$ cat src/rtl/ysyx_23060337_exec_ctrl.sv
// Multi-cycle execution controller: sequences fetch/decode/execute/memory/writeback
// over ready/valid memory handshakes, with a watchdog that halts on stalled transfers.
module ysyx_23060337_exec_ctrl #(
    parameter int TIMEOUT = 255,
    parameter int CNT_W   = 8
) (
    input  logic        clk,
    input  logic        rst,
    input  logic [6:0]  opcode,
    input  logic        ebreak,
    input  logic        imem_req_ready,
    input  logic        imem_resp_valid,
    input  logic        dmem_req_ready,
    input  logic        dmem_resp_valid,
    output logic        imem_req_valid,
    output logic        inst_we,
    output logic        dmem_req_valid,
    output logic        dmem_we,
    output logic        rf_wen,
    output logic        pc_wen,
    output logic        halted,
    output logic        err,
    output logic [2:0]  state,
    output logic [31:0] instret
);

    localparam logic [6:0] OP_LUI    = 7'b0110111;
    localparam logic [6:0] OP_AUIPC  = 7'b0010111;
    localparam logic [6:0] OP_JAL    = 7'b1101111;
    localparam logic [6:0] OP_JALR   = 7'b1100111;
    localparam logic [6:0] OP_BRANCH = 7'b1100011;
    localparam logic [6:0] OP_LOAD   = 7'b0000011;
    localparam logic [6:0] OP_STORE  = 7'b0100011;
    localparam logic [6:0] OP_IMM    = 7'b0010011;
    localparam logic [6:0] OP_REG    = 7'b0110011;
    localparam logic [6:0] OP_SYSTEM = 7'b1110011;

    typedef enum logic [2:0] {
        S_FETCH  = 3'd0,
        S_IWAIT  = 3'd1,
        S_DECODE = 3'd2,
        S_EXEC   = 3'd3,
        S_MEM    = 3'd4,
        S_MWAIT  = 3'd5,
        S_WB     = 3'd6,
        S_HALT   = 3'd7
    } state_t;

    state_t            r_state;
    logic [6:0]        r_op_q;
    logic [CNT_W-1:0]  r_cnt;
    logic [31:0]       r_instret;
    logic              r_err;

    logic              w_waiting;
    logic              w_hs_done;
    state_t            w_hs_next;
    logic              w_legal;
    logic              w_timeout;
    logic              w_no_rf;

    // Handshake states share one watchdog path; only the completing signal differs.
    always_comb begin
        w_waiting = 1'b0;
        w_hs_done = 1'b0;
        w_hs_next = r_state;
        case (r_state)
            S_FETCH: begin
                w_waiting = 1'b1;
                w_hs_done = imem_req_ready;
                w_hs_next = S_IWAIT;
            end
            S_IWAIT: begin
                w_waiting = 1'b1;
                w_hs_done = imem_resp_valid;
                w_hs_next = S_DECODE;
            end
            S_MEM: begin
                w_waiting = 1'b1;
                w_hs_done = dmem_req_ready;
                w_hs_next = S_MWAIT;
            end
            S_MWAIT: begin
                w_waiting = 1'b1;
                w_hs_done = dmem_resp_valid;
                w_hs_next = S_WB;
            end
            default: ;
        endcase
    end

    always_comb begin
        case (opcode)
            OP_LUI, OP_AUIPC, OP_JAL, OP_JALR, OP_BRANCH,
            OP_LOAD, OP_STORE, OP_IMM, OP_REG, OP_SYSTEM: w_legal = 1'b1;
            default:                                      w_legal = 1'b0;
        endcase
    end

    assign w_timeout = (r_cnt == CNT_W'(TIMEOUT));

    always_ff @(posedge clk or negedge rst) begin
        if (!rst) begin
            r_state   <= S_FETCH;
            r_op_q    <= '0;
            r_cnt     <= '0;
            r_instret <= '0;
            r_err     <= 1'b0;
        end else if (w_waiting) begin
            // A handshake landing on the last allowed cycle still counts as success.
            if (w_hs_done) begin
                r_state <= w_hs_next;
                r_cnt   <= '0;
            end else if (w_timeout) begin
                r_state <= S_HALT;
                r_err   <= 1'b1;
                r_cnt   <= '0;
            end else begin
                r_cnt <= r_cnt + CNT_W'(1);
            end
        end else begin
            r_cnt <= '0;
            case (r_state)
                S_DECODE: begin
                    r_op_q <= opcode;
                    if (!w_legal) begin
                        r_state <= S_HALT;
                        r_err   <= 1'b1;
                    end else if (opcode == OP_SYSTEM && ebreak) begin
                        r_state <= S_HALT;
                    end else begin
                        r_state <= S_EXEC;
                    end
                end
                S_EXEC: begin
                    r_state <= (r_op_q == OP_LOAD || r_op_q == OP_STORE) ? S_MEM : S_WB;
                end
                S_WB: begin
                    r_instret <= r_instret + 32'd1;
                    r_state   <= S_FETCH;
                end
                default: ;
            endcase
        end
    end

    // Stores, branches and system ops retire without a register write.
    assign w_no_rf = (r_op_q == OP_STORE) || (r_op_q == OP_BRANCH) || (r_op_q == OP_SYSTEM);

    assign imem_req_valid = (r_state == S_FETCH);
    assign inst_we        = (r_state == S_IWAIT) && imem_resp_valid;
    assign dmem_req_valid = (r_state == S_MEM);
    assign dmem_we        = (r_state == S_MEM) && (r_op_q == OP_STORE);
    assign pc_wen         = (r_state == S_WB);
    assign rf_wen         = (r_state == S_WB) && !w_no_rf;
    assign halted         = (r_state == S_HALT);
    assign err            = r_err;
    assign state          = r_state;
    assign instret        = r_instret;

endmodule

$ cat config.mk
export PLATFORM = sky130hd
export DESIGN_NAME = ysyx_23060337_exec_ctrl
export DESIGN_NICKNAME = d
export VERILOG_FILES = /design/src/rtl/ysyx_23060337_exec_ctrl.sv
export SDC_FILE = /design/constraint.sdc
export NUM_CORES = 1
export LEC_CHECK = 0
export BUFFER_PORTS_ARGS = -buffer_cell sky130_fd_sc_hd__buf_2
export CAP_MARGIN = 15
export CORE_ASPECT_RATIO = 0.8
export CORE_UTILIZATION = 45
export DETAILED_ROUTE_END_ITERATION = 6
export PLACE_DENSITY_LB_ADDON = 0.08
export SYNTH_ARGS = -nofsm -noshare
export SYNTH_HDL_FRONTEND = slang
export SYNTH_SLANG_ARGS = --single-unit
$ cat constraint.sdc
create_clock -name clk -period 2.6 [get_ports clk]
set_input_delay 0.65 -clock clk [delete_from_list [all_inputs] [get_ports clk]]
set_output_delay 0.65 -clock clk [all_outputs]
set_load 0.02 [all_outputs]
==> impl_metrics.ini <==
[worst_setup_path]
arrival_ps = 1590
critical_path.startpoint_type = flop
worst-path-max-fanout = 15
crit_type = reg -> out
cp-end-kind = primary output
worst-endpoint-required_ps = 1950
r2r-end = instret[27]
regToRegStartpoint = state[1]
reg2reg_slack_ps = 630
r2r.worst_path.cells = 5

[global_route]
grt_pass1_vias = 1718
antenna_found_initial = 0
grtUsageTotal = 0.1890
grt_pass1_wl_microns = 8259
grt_max_degree = 28
overflow = 0

[clocking]
htree_num_levels = 2
clk_pin_slew_worst_paths_ps = 90
cts_tree = yes
cts_setup_buffers = 0
clock-sinks = 51
clockBufferDepth = 2
postCtsResizedCells = 0
hold_buffers = 0
insertion_delay_ps = 310
numCtsBuffers = 5
clock_tree.root_cell = clkbuf_8

[floorplan]
num_rows = 23
ios = 57
die_h_microns = 68.48
die_x_microns = 85.10
core-area_sq_um = 5151
start_util = 0.4826
design.die.area_sq_um = 5828

[place]
placed_area_sq_um = 2821
gp_congestion = 0.7372
dp_hpwl_microns = 3606
pre_cts_slack_ps = 609.2
port_buffers = 56

[timing]
slew_headroom = 0.5918
skew_ps = 10.04
hold_viol_final = 0
worst_pin_slew_ps = 612.3
fin_crit_ps = 2243
maxSlewViolCount = 0
max_freq_ghz = 0.4458
rsz0062_at_grt = false
setup_viol = 0
tns_ps = 0
finalCritPeriodShare = 0.8628
setup_ws_ps = 356.7

[synth]
syn_nets = 236
synth-seq-area-share = 0.5133
syn_avg_cell_area_sq_um = 11.30
synth-seq-cells = 51
yosysUniqueCellTypes = 38
syn_inst = 220
synth.area.top_cells = dfrtp_1 51%, xnor2_1 12%, nand4_1 4.3%, mux2_2 3.2%, nand3_1 2.6%
yosysTopAreaCell = dfrtp_1
syn_area_sq_um = 2486
synth_top_area_frac = 0.5133
synth_warnings = 0

[power]
ir_drop_mv = 0.4142
cellPowerDensity_nw_per_um2 = 767.5
power_leakage_nw = 1.402

[final_layout]
n_antenna_cell = 0
nNetsFinal = 294
fin_area_sq_um = 2903
post-route-util = 0.5635
area_growth_pct = 16.76
drive_above_1_share = 0.2903

[routing]
dr.pass1.iters = 4
ant_nets = 0
wl_per_cell_microns = 14.48
drtIter0Drc = 67
viasPerCell = 5.331
postRouteWirelength_microns = 4939
vias = 1818
drc_errors = 0

[flow_run]
cap_viol_max_count = 0

[status]
status = finished, final reports clean

[hold_path]
min-delay-path-class = in -> async
## worst max-delay path by stage
| stage | startpoint | to | depth (start not counted) |
|---|---|---|---|
| final | state[1] | rf_wen | 4 |
| after global routing | state[1] | rf_wen | 4 |
| after CTS | state[1] | rf_wen | 4 |
| after detailed placement | state[1] | instret[31] | 5 |
| after global placement | state[1] | instret[9] | 5 |
| after floorplan | state[1] | dmem_we | 4 |
## critical path, stage by stage (launching register included)
cell	delay (ps)
dfrtp_1	670
nand3b_2	220
inv_2	130
o21a_1	120
buf_2	150
## routing by layer
layer | global-route usage | up-vias | share of wire
li1 | - | 904 | -
met1 | 0.2757 | 863 | 0.54
met2 | 0.2742 | 43 | 0.40
met3 | 0.04463 | 8 | 0.046
met4 | 0.06992 | 0 | 0.013
met5 | 0 | - | 0
## layout by cell type, fill, tap and decap left out, drive strengths merged, types with 2 or more instances in the layout
master / n
buf: 57
dfrtp: 51
xnor2: 34
nand4: 18
nand2: 17
nor2: 14
nand3: 13
and3: 10
nor3: 8
mux2: 7
clkbuf: 7
and4: 6
and2: 5
xor2: 4
nand4b: 3
inv: 3
o21ai: 3
nand2b: 2
nor4: 2
a21oi: 2
o31ai: 2
ha: 2
## synthesized netlist by cell type (all sizes together)
library cell and number:
a221o 1, nor2b 1, o221ai 1, xor2 4, and3 10, a21oi 2, nor2 14, nor3 8
nand4 18, nand4bb 1, nor4 2, buf 4, mux2 7, ha 2, nand2b 2, inv 3
dfrtp 51, and2 5, or2 1, nand2 17, o21ai 3, nand3 13, and4 6, nand3b 1
o31ai 2, o21a 1, nand4b 3, clkbuf 2, mux4 1, xnor2 34
## final cells by class
| class | count | area, sq um |
|---|---|---|
| Clock buffer | 7 | 76.32 |
| Clock inverter | 1 | 5.005 |
| Fill cell | 488 | 2248 |
| Inverter | 3 | 11.26 |
| Multi-Input combinational cell | 160 | 1156 |
| Sequential cell | 51 | 1276 |
| Tap cell | 62 | 77.57 |
| Timing Repair Buffer | 57 | 300.3 |
## flip-flops by register name, summed over array words and instances (netlist names)
name,cells
r_op_q,7
state,3
instret,32
r_cnt,8
err,1
## power breakdown
group / internal (mW) / switching, mW / total [mW]
clock network: 0.189 / 0.250 / 0.440
logic: 0.295 / 0.378 / 0.673
registers: 0.922 / 0.193 / 1.11
## through the flow
step	hold WS [ps]	power [mW]	instances
2_1_floorplan	354.4	1.613	220
3_3_place_gp	481.8	1.804	333
3_5_place_dp	491.3	1.812	333
4_1_cts	359.2	2.259	341
5_1_grt	390.1	2.371	341
6_report	350.5	2.228	341
## logic make-up (layout without fill, tap and decap cells)
family,after synthesis,count (layout),share of synthesized area
simple gates,102,102,0.2521
fa+ha+maj,2,2,0.01006
flops,51,51,0.5133
mux,8,8,0.04077
compound gates,10,10,0.02818
buf+inv,9,68,0.02164
xor+xnor,38,38,0.1339
Power figures use the tool's default switching activity.
